`config.mk`:
```
export PLATFORM = sky130hd
export DESIGN_NAME = cpu_instr_feeder_flat
export DESIGN_NICKNAME = d
export VERILOG_FILES = /design/src/rtl/cpu_instr_feeder_if.sv /design/src/rtl/cpu_instr_feeder.sv /design/src/flat_wrapper.sv
export SDC_FILE = /design/constraint.sdc
export NUM_CORES = 1
export LEC_CHECK = 0
export BUFFER_PORTS_ARGS = -buffer_cell sky130_fd_sc_hd__buf_4
export CORE_ASPECT_RATIO = 1.4
export CORE_MARGIN = 2
export CORE_UTILIZATION = 45
export CTS_CLUSTER_SIZE = 28
export DETAILED_ROUTE_END_ITERATION = 8
export PLACE_DENSITY = 0.7
export SLEW_MARGIN = 0
export SYNTH_ARGS = -nofsm -noshare
export SYNTH_HDL_FRONTEND = slang
export SYNTH_SLANG_ARGS = --single-unit
export TNS_END_PERCENT = 100
```
`constraint.sdc`:
```
create_clock -name clk -period 3.6 [get_ports clk]
set_input_delay 0.18 -clock clk [delete_from_list [all_inputs] [get_ports clk]]
set_output_delay 0.18 -clock clk [all_outputs]
set_load 0.1 [all_outputs]
```
`src/rtl/cpu_instr_feeder_if.sv`:
```
// CPU instruction interface: word/load/start out, wait/result/flags back.
// The feeder drives the master side, the cpu core the slave side.
interface cpu_instr_feeder_if;
    logic [15:0] cpu_in;
    logic        cpu_load;
    logic        cpu_s;
    logic        cpu_w;
    logic [15:0] cpu_out;
    logic        cpu_N;
    logic        cpu_V;
    logic        cpu_Z;

    modport master (
        output cpu_in,
        output cpu_load,
        output cpu_s,
        input  cpu_w,
        input  cpu_out,
        input  cpu_N,
        input  cpu_V,
        input  cpu_Z
    );

    modport slave (
        input  cpu_in,
        input  cpu_load,
        input  cpu_s,
        output cpu_w,
        output cpu_out,
        output cpu_N,
        output cpu_V,
        output cpu_Z
    );
endinterface

```
`src/rtl/cpu_instr_feeder.sv`:
```
// Instruction feeder: small program RAM issued to the cpu core one word
// at a time over a load/s/w handshake. Option: CPU_FEEDER_BREAK_ON_Z_EN.
module cpu_instr_feeder #(
    parameter int AW      = 4,
    parameter int TIMEOUT = 64
) (
    input  logic          clk,
    input  logic          reset,
    input  logic          prog_we,
    input  logic [AW-1:0] prog_addr,
    input  logic [15:0]   prog_data,
    input  logic [AW:0]   prog_len,
    input  logic          start,
    cpu_instr_feeder_if.master cpu,
    output logic          busy,
    output logic          done,
    output logic          err,
    output logic [AW-1:0] pc,
    output logic [15:0]   last_out,
    output logic [2:0]    last_flags,
    output logic          break_hit
);

    localparam int DEPTH = 1 << AW;
    localparam int CW    = $clog2(TIMEOUT + 1);

    typedef enum logic [2:0] {
        IDLE,
        LOAD,
        ASSERT_S,
        WAIT_LOW,
        WAIT_HIGH,
        CAPTURE,
        FIN,
        ERR
    } state_t;

    state_t state_q;
    state_t state_d;

    logic [15:0]   ram [DEPTH];
    logic [AW:0]   len_q;
    logic [AW:0]   len_clamp;
    logic [AW-1:0] pc_q;
    logic [AW-1:0] pc_nxt;
    logic [CW-1:0] cnt_q;
    logic [15:0]   in_q;
    logic [15:0]   first_word;
    logic [15:0]   out_q;
    logic [2:0]    flags_q;
    logic          err_q;
    logic          is_last;
    logic          tmo;
    logic          brk;
    logic          waiting;
    logic          accept;
    logic          load_c;
    logic          s_c;
    logic          busy_c;
    logic          done_c;

    assign pc_nxt  = pc_q + 1'b1;
    assign is_last = ({1'b0, pc_q} == (len_q - 1'b1));
    assign tmo     = (cnt_q == CW'(TIMEOUT - 1));
    assign accept  = (state_q == IDLE) && start;
    assign waiting = (state_q == LOAD) ||
                     (state_q == WAIT_LOW) ||
                     (state_q == WAIT_HIGH);

    assign len_clamp = (prog_len > (AW+1)'(DEPTH)) ?
                       (AW+1)'(DEPTH) : prog_len;

    // a write landing on word 0 in the start cycle must reach the cpu
    assign first_word = (prog_we && prog_addr == '0) ?
                        prog_data : ram[0];

`ifdef CPU_FEEDER_BREAK_ON_Z_EN
    assign brk = cpu.cpu_Z && !is_last;
`else
    assign brk = 1'b0;
`endif

    // program RAM: writable only while idle, never reset
    always_ff @(posedge clk) begin
        if (state_q == IDLE && prog_we) begin
            ram[prog_addr] <= prog_data;
        end
    end

    // state register
    always_ff @(posedge clk) begin
        if (!reset) begin
            state_q <= IDLE;
        end else begin
            state_q <= state_d;
        end
    end

    // next state and handshake strobes
    always_comb begin
        state_d = state_q;
        load_c  = 1'b0;
        s_c     = 1'b0;
        busy_c  = 1'b0;
        done_c  = 1'b0;
        unique case (state_q)
            IDLE: begin
                if (start) begin
                    state_d = (prog_len != '0) ? LOAD : FIN;
                end
            end
            LOAD: begin
                busy_c = 1'b1;
                if (cpu.cpu_w) begin
                    load_c  = 1'b1;
                    state_d = ASSERT_S;
                end else if (tmo) begin
                    state_d = ERR;
                end
            end
            ASSERT_S: begin
                busy_c  = 1'b1;
                s_c     = 1'b1;
                state_d = WAIT_LOW;
            end
            WAIT_LOW: begin
                busy_c = 1'b1;
                s_c    = 1'b1;
                if (!cpu.cpu_w) begin
                    state_d = WAIT_HIGH;
                end else if (tmo) begin
                    state_d = ERR;
                end
            end
            WAIT_HIGH: begin
                busy_c = 1'b1;
                if (cpu.cpu_w) begin
                    state_d = CAPTURE;
                end else if (tmo) begin
                    state_d = ERR;
                end
            end
            CAPTURE: begin
                busy_c  = 1'b1;
                state_d = (is_last || brk) ? FIN : LOAD;
            end
            FIN: begin
                done_c  = 1'b1;
                state_d = IDLE;
            end
            ERR: begin
                state_d = IDLE;
            end
            default: begin
                state_d = IDLE;
            end
        endcase
    end

    // wait-state cycle counter, restarted whenever the state changes
    always_ff @(posedge clk) begin
        if (!reset) begin
            cnt_q <= '0;
        end else if (!waiting || state_d != state_q) begin
            cnt_q <= '0;
        end else begin
            cnt_q <= cnt_q + 1'b1;
        end
    end

    // run bookkeeping: length, pc and the word on cpu_in
    always_ff @(posedge clk) begin
        if (!reset) begin
            len_q <= '0;
            pc_q  <= '0;
            in_q  <= '0;
        end else if (accept) begin
            len_q <= len_clamp;
            pc_q  <= '0;
            if (prog_len != '0) begin
                in_q <= first_word;
            end
        end else if (state_q == CAPTURE && state_d == LOAD) begin
            pc_q <= pc_nxt;
            in_q <= ram[pc_nxt];
        end
    end

    // result capture after each completed instruction
    always_ff @(posedge clk) begin
        if (!reset) begin
            out_q   <= '0;
            flags_q <= '0;
        end else if (state_q == CAPTURE) begin
            out_q   <= cpu.cpu_out;
            flags_q <= {cpu.cpu_N, cpu.cpu_V, cpu.cpu_Z};
        end
    end

    // sticky timeout error, cleared by an accepted start
    always_ff @(posedge clk) begin
        if (!reset) begin
            err_q <= 1'b0;
        end else if (accept) begin
            err_q <= 1'b0;
        end else if (state_d == ERR) begin
            err_q <= 1'b1;
        end
    end

`ifdef CPU_FEEDER_BREAK_ON_Z_EN
    logic brk_q;

    // early-stop flag, held until the next accepted start
    always_ff @(posedge clk) begin
        if (!reset) begin
            brk_q <= 1'b0;
        end else if (accept) begin
            brk_q <= 1'b0;
        end else if (state_q == CAPTURE && brk) begin
            brk_q <= 1'b1;
        end
    end

    assign break_hit = brk_q;
`else
    assign break_hit = 1'b0;
`endif

    assign cpu.cpu_in   = in_q;
    assign cpu.cpu_load = load_c;
    assign cpu.cpu_s    = s_c;
    assign busy         = busy_c;
    assign done         = done_c;
    assign err          = err_q;
    assign pc           = pc_q;
    assign last_out     = out_q;
    assign last_flags   = flags_q;

endmodule

```
`src/flat_wrapper.sv`:
```
// flat-port wrapper written by rule: the top's interface ports become plain ports
module cpu_instr_feeder_flat 
#(
    parameter int AW      = 4,
    parameter int TIMEOUT = 64
)
  (clk, reset, prog_we, prog_addr, prog_data, prog_len, start, busy, done, err, pc, last_out, last_flags, break_hit, cpu_cpu_in, cpu_cpu_load, cpu_cpu_s, cpu_cpu_w, cpu_cpu_out, cpu_cpu_N, cpu_cpu_V, cpu_cpu_Z);
  cpu_instr_feeder_if cpu_i ();
  input  logic clk;
  input  logic reset;
  input  logic prog_we;
  input  logic [AW-1:0] prog_addr;
  input  logic [15:0] prog_data;
  input  logic [AW:0] prog_len;
  input  logic start;
  output logic busy;
  output logic done;
  output logic err;
  output logic [AW-1:0] pc;
  output logic [15:0] last_out;
  output logic [2:0] last_flags;
  output logic break_hit;
  output wire logic [$bits(cpu_i.cpu_in)-1:0] cpu_cpu_in;
  output wire logic [$bits(cpu_i.cpu_load)-1:0] cpu_cpu_load;
  output wire logic [$bits(cpu_i.cpu_s)-1:0] cpu_cpu_s;
  input wire logic [$bits(cpu_i.cpu_w)-1:0] cpu_cpu_w;
  input wire logic [$bits(cpu_i.cpu_out)-1:0] cpu_cpu_out;
  input wire logic [$bits(cpu_i.cpu_N)-1:0] cpu_cpu_N;
  input wire logic [$bits(cpu_i.cpu_V)-1:0] cpu_cpu_V;
  input wire logic [$bits(cpu_i.cpu_Z)-1:0] cpu_cpu_Z;
  assign cpu_cpu_in = cpu_i.cpu_in;
  assign cpu_cpu_load = cpu_i.cpu_load;
  assign cpu_cpu_s = cpu_i.cpu_s;
  assign cpu_i.cpu_w = cpu_cpu_w;
  assign cpu_i.cpu_out = cpu_cpu_out;
  assign cpu_i.cpu_N = cpu_cpu_N;
  assign cpu_i.cpu_V = cpu_cpu_V;
  assign cpu_i.cpu_Z = cpu_cpu_Z;
  cpu_instr_feeder #(.AW(AW), .TIMEOUT(TIMEOUT)) u_core (.clk(clk), .reset(reset), .prog_we(prog_we), .prog_addr(prog_addr), .prog_data(prog_data), .prog_len(prog_len), .start(start), .cpu(cpu_i), .busy(busy), .done(done), .err(err), .pc(pc), .last_out(last_out), .last_flags(last_flags), .break_hit(break_hit));
endmodule
```
==> impl_metrics.env, run 1 <==
export IMPL_status="finished, final reports clean"
export IMPL_start_util=0.460
export IMPL_crit_type="flip-flop to flip-flop"
export IMPL_async_reset_ff_frac=0
export IMPL_dr_pass1_iters=4
export IMPL_pwr_density_cell_nw_per_um2=502
export IMPL_start_kind="flip-flop"
export IMPL_place_hpwl_um=16400
export IMPL_critical_path_endpoint_type="flip-flop"
export IMPL_yosysMostFrequentCell="edfxtp_1"
export IMPL_cts_root_buffer="clkbuf_16"
export IMPL_row_count=71
export IMPL_fin_crit_ps=2730
export IMPL_ys_flop_type="edfxtp_1"
export IMPL_detail_route_vias_per_cell=5.58
export IMPL_nNetsFinal=875
export IMPL_nFillCells=2128
export IMPL_ys_types=62
export IMPL_vias=6746
export IMPL_drc=0
export IMPL_layoutNonFillerInstCount=1210
export IMPL_grt_pass1_vias=7070
export IMPL_cts_sinks=311
export IMPL_fin_tns_setup_ps=0
export IMPL_fin_ws_ps=867
export IMPL_setup_viol=0
export IMPL_maxCapViolations=0
export IMPL_die_height_um=201
export IMPL_grt_antenna_before_repair=0
export IMPL_yosysSeqAreaShare=0.708
export IMPL_power_mw=7.48
export IMPL_fmax_mhz=366
export IMPL_arrival_ps=3170
export IMPL_rsz0062_at_grt="no"
export IMPL_syn_area_um2=12400
export IMPL_max_slew_margin_rel=0.213
export IMPL_dp_cells=1120
export IMPL_grt_start_max_net_pins=69
export IMPL_tightestPinTransition_ps=1180
export IMPL_ant_nets=0
export IMPL_gp_congestion=0.795
export IMPL_slew_viol_final=0
export IMPL_post_cts_buffers=0
export IMPL_grt_first_pass_wirelength_um=41200
export IMPL_htreeDepth=1
export IMPL_crit_fanout=19
export IMPL_crit_required_ps=4030
export IMPL_dieArea_um2=29000
export IMPL_synth_edff_count=256
export IMPL_ir_drop_uv=412
export IMPL_num_io_pins=94
export IMPL_yosysTopAreaCellShare=0.619
export IMPL_layout_drive_gt1_share=0.327
export IMPL_synth_area_per_cell_um2=18.5
export IMPL_wl_per_cell_um=22.7
export IMPL_dp_slack_ps=907
export IMPL_cts_tree="yes"
export IMPL_p_leak_nw=4.96
export IMPL_ctsResizeCount=0
export IMPL_fin_skew_ps=26.1
export IMPL_core_area_um2=27000
export IMPL_globalRouteTotalUtil=0.192
export IMPL_finalCritPeriodShare=0.759
export IMPL_overflow=0
export IMPL_synth_seq_cells=311
export IMPL_final_hold_viol_count=0
export IMPL_postCtsHoldBufs=38
export IMPL_clock_latency_ps=570
export IMPL_yosys_top_cells_area="edfxtp_1 62%, mux4_2 14%, dfxtp_1 8.9%"
export IMPL_diodes=0
export IMPL_die_x_um=144
export IMPL_areaGrowthSynthToFinish_pct=20.1
export IMPL_synth_warning_count=0
export IMPL_drt_iter0_markers=455
export IMPL_cts_path_max_buffers=3
export IMPL_syn_nets=722
export IMPL_ys_top_cells_by_count="256 x edfxtp_1, 78 x mux4_2, 55 x dfxtp_1"
export IMPL_wirelength_um=27500
export IMPL_path_clk_slew_ps=70
export IMPL_yosysTopAreaCell="edfxtp_1"
export IMPL_synth_cells=670
export IMPL_io_buffers=92
export IMPL_hold_class="input pin to flip-flop"
export IMPL_cts_buffers=28
-- per-stage QoR --
step	cell area [µm²]	utilization	hold slack, ps
global route	14900	0.552	41.5
detailed placement	13700	0.506	438
CTS	14900	0.552	3.21
floorplan	12400	-	279
finish	14900	0.552	21.9
global placement	13700	0.506	431
-- path summary, 6_finish.rpt --
| kind | startpoint | slack [ps] | cells after the start | to |
|---|---|---|---|---|
| hold / removal | prog_len[2] | 20 | 4 | u_core.len_q[2] |
| setup / recovery | u_core.len_q[0] | 870 | 9 | u_core.cpu.cpu_in[9] |
| hold reg to reg | u_core.cnt_q[0] | 450 | 1 | u_core.cnt_q[0] |
| setup reg to reg | u_core.len_q[0] | 870 | 9 | u_core.cpu.cpu_in[9] |
-- critical path: stages, from the launching register on --
cell and delay [ps]:
dfxtp_1 390, inv_1 60, ha_1 240, o21ba_1 200
a221oi_2 340, o211ai_2 240, nand2_2 490, o21ai_2 100
buf_4 250, o221a_1 290
-- per-layer routing --
layer,global-route usage,vias to the layer above,wire (µm),part of all wire
li1,-,3026,-,-
met1,0.237,3415,10600,0.38
met2,0.334,258,14100,0.51
met3,0.0348,47,1930,0.070
met4,0.0704,0,881,0.032
met5,0,-,0,0
-- kinds of logic after synthesis --
family | Yosys count | synth area share
AO/OA/AOI/OAI | 85 | 0.0527
other | 1 | 0.000302
adder cells (fa/ha/maj) | 4 | 0.00393
XOR/XNOR | 14 | 0.00988
multiplexers | 96 | 0.159
AND/OR/NAND/NOR | 118 | 0.0464
buffers and inverters | 41 | 0.0204
flip-flops | 311 | 0.708
-- power breakdown --
part | internal [mW] | leakage (nW) | total [mW] | switching (mW)
clock network | 1.51 | 0.414 | 2.78 | 1.27
registers | 3.96 | 2.75 | 4.01 | 0.0514
logic | 0.215 | 1.79 | 0.697 | 0.482
total | 5.68 | 4.96 | 7.48 | 1.81
-- registers in the layout, indices dropped and copies added (netlist names) --
name,count
u_core.cnt_q,7
u_core.cpu.cpu_in,16
u_core.err,1
u_core.last_flags,3
u_core.last_out,16
u_core.len_q,5
u_core.pc,4
u_core.ram,256
u_core.state_q,3
-- layout make-up --
| cell class | instances | area, µm² | area share |
|---|---|---|---|
| Clock buffer | 39 | 772 | 0.0518 |
| Multi-Input combinational cell | 318 | 3440 | 0.230 |
| Inverter | 5 | 18.8 | 0.00126 |
| Sequential cell | 311 | 8790 | 0.590 |
| Timing Repair Buffer | 159 | 1350 | 0.0906 |
| Tap cell | 365 | 457 | 0.0306 |
| Clock inverter | 13 | 83.8 | 0.00562 |
-- layout by cell type, fill, tap and decap left out, types with 5 or more instances in the layout --
cell | synthesis | layout
xor2_1 | 7 | 6
nand2_1 | 48 | 48
nor3b_1 | 5 | 5
edfxtp_1 | 256 | 256
clkinv_1 | 1 | 5
nand3_1 | 8 | 8
nor2_2 | 0 | 12
buf_4 | 4 | 116
xnor2_1 | 7 | 6
mux2i_1 | 16 | 16
o221a_1 | 16 | 16
clkbuf_1 | 16 | 8
mux4_2 | 78 | 78
dlygate4sd3_1 | 0 | 38
a21oi_1 | 42 | 42
clkbuf_16 | 0 | 28
nor2_1 | 28 | 16
dfxtp_1 | 55 | 54
buf_12 | 0 | 5
Note: power is estimated with default switching activity, not from simulation.
==> run 2, diff against run 1 <==
--- a/config.mk
+++ b/config.mk
@@ -5,13 +5,14 @@
 export SDC_FILE = /design/constraint.sdc
 export NUM_CORES = 1
 export LEC_CHECK = 0
+export ABC_AREA = 1
 export BUFFER_PORTS_ARGS = -buffer_cell sky130_fd_sc_hd__buf_4
 export CORE_ASPECT_RATIO = 1.4
 export CORE_MARGIN = 2
 export CORE_UTILIZATION = 45
 export CTS_CLUSTER_SIZE = 28
 export DETAILED_ROUTE_END_ITERATION = 8
-export PLACE_DENSITY = 0.7
+export PLACE_DENSITY = 0.72
 export SLEW_MARGIN = 0
 export SYNTH_ARGS = -nofsm -noshare
 export SYNTH_HDL_FRONTEND = slang
==> constraint.sdc (replaced) <==
create_clock -name clk -period 2.5 [get_ports clk]
set_input_delay 0.125 -clock clk [delete_from_list [all_inputs] [get_ports clk]]
set_output_delay 0.125 -clock clk [all_outputs]
set_load 0.1 [all_outputs]
==> run 2 against run 1 <==
Against the previous run:
- via count up 38%
- core utilization decreased by 0.69 points
- clock skew is 7.8 ps lower
- register-to-register slack worse by 650 ps
- critical path type unchanged
- largest power group unchanged
==> impl_metrics.env, run 2 <==
export IMPL_status="finished, final reports clean"
export IMPL_grt_start_max_net_pins=119
export IMPL_fin_util=0.545
export IMPL_syn_area_um2=12800
export IMPL_areaGrowthSynthToFinish_pct=20.1
export IMPL_dp_cells=1589
export IMPL_maxCapViolations=0
export IMPL_synth_area_per_cell_um2=11.1
export IMPL_clock_latency_ps=550
export IMPL_crit_type="flip-flop to flip-flop"
export IMPL_ir_drop_uv=453
export IMPL_wl_per_cell_um=18.9
export IMPL_grt_antenna_before_repair=0
export IMPL_dr_pass1_iters=5
export IMPL_synth_edff_count=256
export IMPL_dieArea_um2=29900
export IMPL_synth_warning_count=0
export IMPL_die_height_um=204
export IMPL_largest_reg_flops=256
export IMPL_fin_tns_setup_ps=0
export IMPL_gp_congestion=0.803
export IMPL_rsz0062_at_grt="no"
export IMPL_yosysTopAreaCellShare=0.600
export IMPL_final_common_cell="edfxtp_1"
export IMPL_synth_seq_cells=311
export IMPL_drc=0
export IMPL_cts_root_buffer="clkbuf_16"
export IMPL_io_buffers=92
export IMPL_arrival_ps=2760
export IMPL_ant_nets=0
export IMPL_core_area_um2=28200
export IMPL_r2r_start="u_core.state_q[2]"
export IMPL_start_util=0.454
export IMPL_vias=9332
export IMPL_grt_first_pass_wirelength_um=49400
export IMPL_nFillCells=2273
export IMPL_ys_top_cells_by_count="256 x edfxtp_1, 233 x nor2_1, 189 x o21ai_0"
export IMPL_final_hold_viol_count=0
export IMPL_p_leak_nw=5.50
export IMPL_diodes=0
export IMPL_fin_skew_ps=18.3
export IMPL_slew_viol_final=0
export IMPL_start_kind="flip-flop"
export IMPL_tightestPinTransition_ps=621
export IMPL_htreeDepth=1
export IMPL_pwr_density_cell_nw_per_um2=788
export IMPL_cpMostUsedCell="inv_2"
export IMPL_cts_buffers=28
export IMPL_critical_path_max_stage_delay_ps=590
export IMPL_top_register="u_core.ram"
export IMPL_final_cell_mix="256 x edfxtp_1, 232 x nor2_1, 189 x o21ai_0"
export IMPL_critPathSlowestCell="dlygate4sd3_1"
export IMPL_power_mw=12.1
export IMPL_cts_path_max_buffers=3
export IMPL_row_count=73
export IMPL_yosysMostFrequentCell="edfxtp_1"
export IMPL_grt_pass1_vias=9105
export IMPL_syn_nets=1207
export IMPL_wirelength_um=31800
export IMPL_crit_start="u_core.state_q[2]"
export IMPL_layout_drive_gt1_share=0.154
export IMPL_drt_iter0_markers=936
export IMPL_critical_path_endpoint_type="flip-flop"
export IMPL_yosysTopAreaCell="edfxtp_1"
export IMPL_die_x_um=147
export IMPL_yosys_top_cells_area="edfxtp_1 60%, dfxtp_1 8.6%, o21ai_0 7.4%"
export IMPL_place_hpwl_um=19700
export IMPL_fmax_mhz=438
export IMPL_post_cts_buffers=0
export IMPL_crit_fanout=14
export IMPL_cp_buffers_inverters=4
export IMPL_yosysSeqAreaShare=0.686
export IMPL_synth_cells=1155
export IMPL_layoutNonFillerInstCount=1684
export IMPL_max_slew_margin_rel=0.585
export IMPL_hold_class="input pin to flip-flop"
export IMPL_fin_crit_ps=2280
export IMPL_async_reset_ff_frac=0
export IMPL_detail_route_vias_per_cell=5.54
export IMPL_cp_cell_sequence="inv_2, nand2_2, nor2_2, inv_2, nand2_1, buf_4, o32ai_1, dlygate4sd3_1"
export IMPL_crit_required_ps=2980
export IMPL_finalCritPeriodShare=0.913
export IMPL_fin_area_um2=15400
export IMPL_ys_flop_type="edfxtp_1"
export IMPL_path_clk_slew_ps=60
export IMPL_ys_types=33
export IMPL_nNetsFinal=1340
export IMPL_cts_tree="yes"
export IMPL_setup_viol=0
export IMPL_globalRouteTotalUtil=0.210
export IMPL_overflow=0
export IMPL_place_area_um2=14000
export IMPL_cts_sinks=311
export IMPL_num_io_pins=94
export IMPL_worstHoldStart="reset"
export IMPL_critPathTopFamily="buffers and inverters"
## run 2: changes by cell type in the layout (fill, tap and decap cells not counted), moves of 19 or more
cell and change:
nor2_1 +216, o21ai_0 +185, mux4_2 -78, o211ai_1 +63, inv_1 +36, nand2_1 +32
o21ai_1 +32, nand3_1 +19
## run 2: power breakdown
group / switching, mW / internal (mW)
logic: 1.44 / 0.472
clock network: 1.79 / 2.51
registers: 0.121 / 5.79
total: 3.36 / 8.77
## run 2: through the flow
step                worst slack, ps  hold WS (ps)
floorplan                      70.3           224
global placement                365           353
detailed placement              370           353
CTS                             104          17.8
global route                    115          54.6
finish                          217          40.3
## run 2: kinds of logic after synthesis
kind of cell / Yosys count / synth area share
flops: 311 / 0.686
simple gates: 366 / 0.117
other cells: 1 / 0.000293
xor+xnor: 7 / 0.00537
buf+inv: 120 / 0.0388
compound gates: 347 / 0.150
fa+ha+maj: 3 / 0.00293
## run 2: layer usage
layer	vias to the layer above	track usage	routed length (µm)
li1	4390	-	-
met1	4468	0.255	12400
met2	408	0.381	16100
met3	66	0.0289	2260
met4	0	0.0791	1030
met5	-	0	0
## run 2: final cells by class
cell class              instances  area [µm²]  area share
inverters                      51         191      0.0124
repair buffers                172        1460      0.0951
flip-flops and latches        311        8790       0.571
clock inverters                17         175      0.0114
clock buffers                  34         744      0.0484
well taps                     375         469      0.0305
multi-input cells             724        3550       0.231
## run 2: path summary, 6_finish.rpt
check | to | cells after the start | slack, ps
setup reg to reg | u_core.len_q[3] | 8 | 220
hold / removal | u_core.state_q[2] | 3 | 40
hold reg to reg | u_core.err | 2 | 460
setup / recovery | u_core.len_q[3] | 8 | 220
## run 2: tightest hold or removal path: stages
cell     delay (ps)
buf_4           250
nand2_1         120
inv_1            30
## run 2: what timing repair did
item,CTS,global route
hold buffers,44,0
endpoints found under the hold margin,281,0
setup endpoints to repair,0,1
resized for setup,0,2
==> run 3, diff against run 2 <==
--- a/config.mk
+++ b/config.mk
@@ -9,10 +9,11 @@
 export BUFFER_PORTS_ARGS = -buffer_cell sky130_fd_sc_hd__buf_4
 export CORE_ASPECT_RATIO = 1.4
 export CORE_MARGIN = 2
-export CORE_UTILIZATION = 45
+export CORE_UTILIZATION = 54
 export CTS_CLUSTER_SIZE = 28
 export DETAILED_ROUTE_END_ITERATION = 8
-export PLACE_DENSITY = 0.72
+export PLACE_DENSITY = 0.83
+export SETUP_SLACK_MARGIN = 0.5
 export SLEW_MARGIN = 0
 export SYNTH_ARGS = -nofsm -noshare
 export SYNTH_HDL_FRONTEND = slang
==> run 3 against run 2 <==
Against the previous run:
- setup slack better by 170 ps
- global-route usage increased by 5.8 points
- fmax is 7.8% higher
- clock skew shrank 10 ps
- clock power up 4%
- critical path depth is 1 higher
- register-to-register slack better by 170 ps
- critical path type unchanged
- critical endpoint is now u_core.cpu.cpu_in[15]
- largest power group unchanged
- highest routed layer unchanged
==> impl_metrics.env, run 3 (synthesis gave the netlist of run 2 again) <==
export IMPL_status="finished, final reports clean"
export IMPL_cpMostUsedCell="nand2_1"
export IMPL_num_io_pins=94
export IMPL_die_x_um=134
export IMPL_grt_antenna_before_repair=0
export IMPL_fin_area_um2=15700
export IMPL_globalRouteTotalUtil=0.268
export IMPL_crit_type="flip-flop to flip-flop"
export IMPL_core_area_um2=23300
export IMPL_layoutNonFillerInstCount=1633
export IMPL_cp_endpoint="u_core.cpu.cpu_in[15]"
export IMPL_top_register="u_core.ram"
export IMPL_final_hold_viol_count=0
export IMPL_crit_start="u_core.pc[0]"
export IMPL_clock_latency_ps=540
export IMPL_critPathTopFamily="compound AO/OA/AOI/OAI gates"
export IMPL_fin_skew_ps=8.07
export IMPL_cts_root_buffer="clkbuf_16"
export IMPL_rsz0062_at_grt="yes"
export IMPL_critical_path_endpoint_type="flip-flop"
export IMPL_tightestPinTransition_ps=646
export IMPL_r2r_end="u_core.cpu.cpu_in[15]"
export IMPL_wl_per_cell_um=21.6
export IMPL_crit_required_ps=2930
export IMPL_diodes=0
export IMPL_path_clk_slew_ps=70
export IMPL_hold_class="input pin to flip-flop"
export IMPL_max_slew_margin_rel=0.565
export IMPL_nNetsFinal=1357
export IMPL_critPathSlowestCell="dfxtp_4"
export IMPL_slew_viol_final=0
export IMPL_r2r_start="u_core.pc[0]"
export IMPL_fin_util=0.676
export IMPL_p_leak_nw=5.68
export IMPL_ir_drop_uv=604
export IMPL_row_count=66
export IMPL_final_cell_mix="256 x edfxtp_1, 222 x nor2_1, 175 x o21ai_0"
export IMPL_cp_buffers_inverters=2
export IMPL_fin_crit_ps=2120
export IMPL_gp_congestion=0.877
export IMPL_die_height_um=186
export IMPL_largest_reg_flops=256
export IMPL_areaGrowthSynthToFinish_pct=22.8
export IMPL_htreeDepth=1
export IMPL_setup_viol=0
export IMPL_critical_path_max_stage_delay_ps=390
export IMPL_overflow=0
export IMPL_cts_sinks=311
export IMPL_fmax_mhz=472
export IMPL_final_common_cell="edfxtp_1"
export IMPL_reg2reg_depth=9
export IMPL_finalCritPeriodShare=0.847
export IMPL_drt_iter0_markers=1266
export IMPL_place_area_um2=14000
export IMPL_holdPathStages=5
export IMPL_dr_pass1_iters=7
export IMPL_fin_tns_setup_ps=0
export IMPL_r2r_slack_ps=380
export IMPL_grt_start_max_net_pins=75
export IMPL_io_buffers=92
export IMPL_cts_buffers=28
export IMPL_arrival_ps=2550
export IMPL_maxCapViolations=0
export IMPL_wirelength_um=35300
export IMPL_start_util=0.550
export IMPL_dp_cells=1524
export IMPL_power_mw=12.4
export IMPL_place_hpwl_um=20600
export IMPL_drc=0
export IMPL_detail_route_vias_per_cell=6.01
export IMPL_ant_nets=0
export IMPL_dp_slack_ps=278
export IMPL_crit_fanout=9
export IMPL_dieArea_um2=25000
export IMPL_layout_drive_gt1_share=0.202
export IMPL_fin_ws_ps=383
export IMPL_cts_tree="yes"
export IMPL_pwr_density_cell_nw_per_um2=790
export IMPL_crit_cells=9
export IMPL_cts_path_max_buffers=3
export IMPL_cp_cell_sequence="ha_4, buf_6, buf_4, o21ai_0, o21ai_1, o211ai_1, nand2_1, nand2_1, a31oi_1"
export IMPL_start_kind="flip-flop"
export IMPL_vias=9815
export IMPL_grt_first_pass_wirelength_um=51500
export IMPL_grt_pass1_vias=9514
export IMPL_holdWs_ps=18.1
-- run 3: how the worst min path moves through the flow --
stage	end	from	slack (ps)
floorplan	u_core.ram[0][0]	prog_data[0]	220
global placement	u_core.last_out[13]	cpu_cpu_out[13]	350
detailed placement	u_core.last_out[3]	cpu_cpu_out[3]	360
CTS	u_core.state_q[0]	start	10
global route	u_core.len_q[4]	start	40
finish	u_core.state_q[0]	start	20
-- run 3: layout make-up --
cell class                 count  area [µm²]
sequential                   311        8810
timing repair buffer         189        1710
multi-input combinational    724        3660
fill                        1541        7550
inverter                      51         201
clock buffer                  39         803
clock inverter                13         176
tap                          306         383
-- run 3: timing repair --
| action | 4_1_cts | 5_1_grt |
|---|---|---|
| setup endpoints to repair | 234 | 212 |
| hold endpoints to repair | 280 | 0 |
| gates resized for setup | 13 | 49 |
| hold buffers | 40 | 0 |
| pin swaps | 1 | 27 |
| setup buffers | 5 | 9 |
| cloned | 1 | 2 |
-- run 3: layer usage --
layer  GRT usage  up-vias  part of all wire
li1            -     4417                 -
met1       0.314     4625              0.35
met2       0.478      633              0.50
met3      0.0398      140             0.096
met4       0.145        0             0.056
met5           0        -                 0
-- run 3: power by group --
group	switching [mW]	internal, mW	total [mW]	leakage, nW
logic	1.52	0.509	2.03	2.45
registers	0.129	5.79	5.92	2.76
clock network	1.84	2.66	4.50	0.474
total	3.48	8.96	12.4	5.68
-- run 3: worst reg2reg max path: cells and delay by family, from the launching register on --
kind            cells  cell delay [ps]
buf+inv             2              300
compound gates      4              840
fa+ha+maj           1              320
flops               1              390
simple gates        2              170
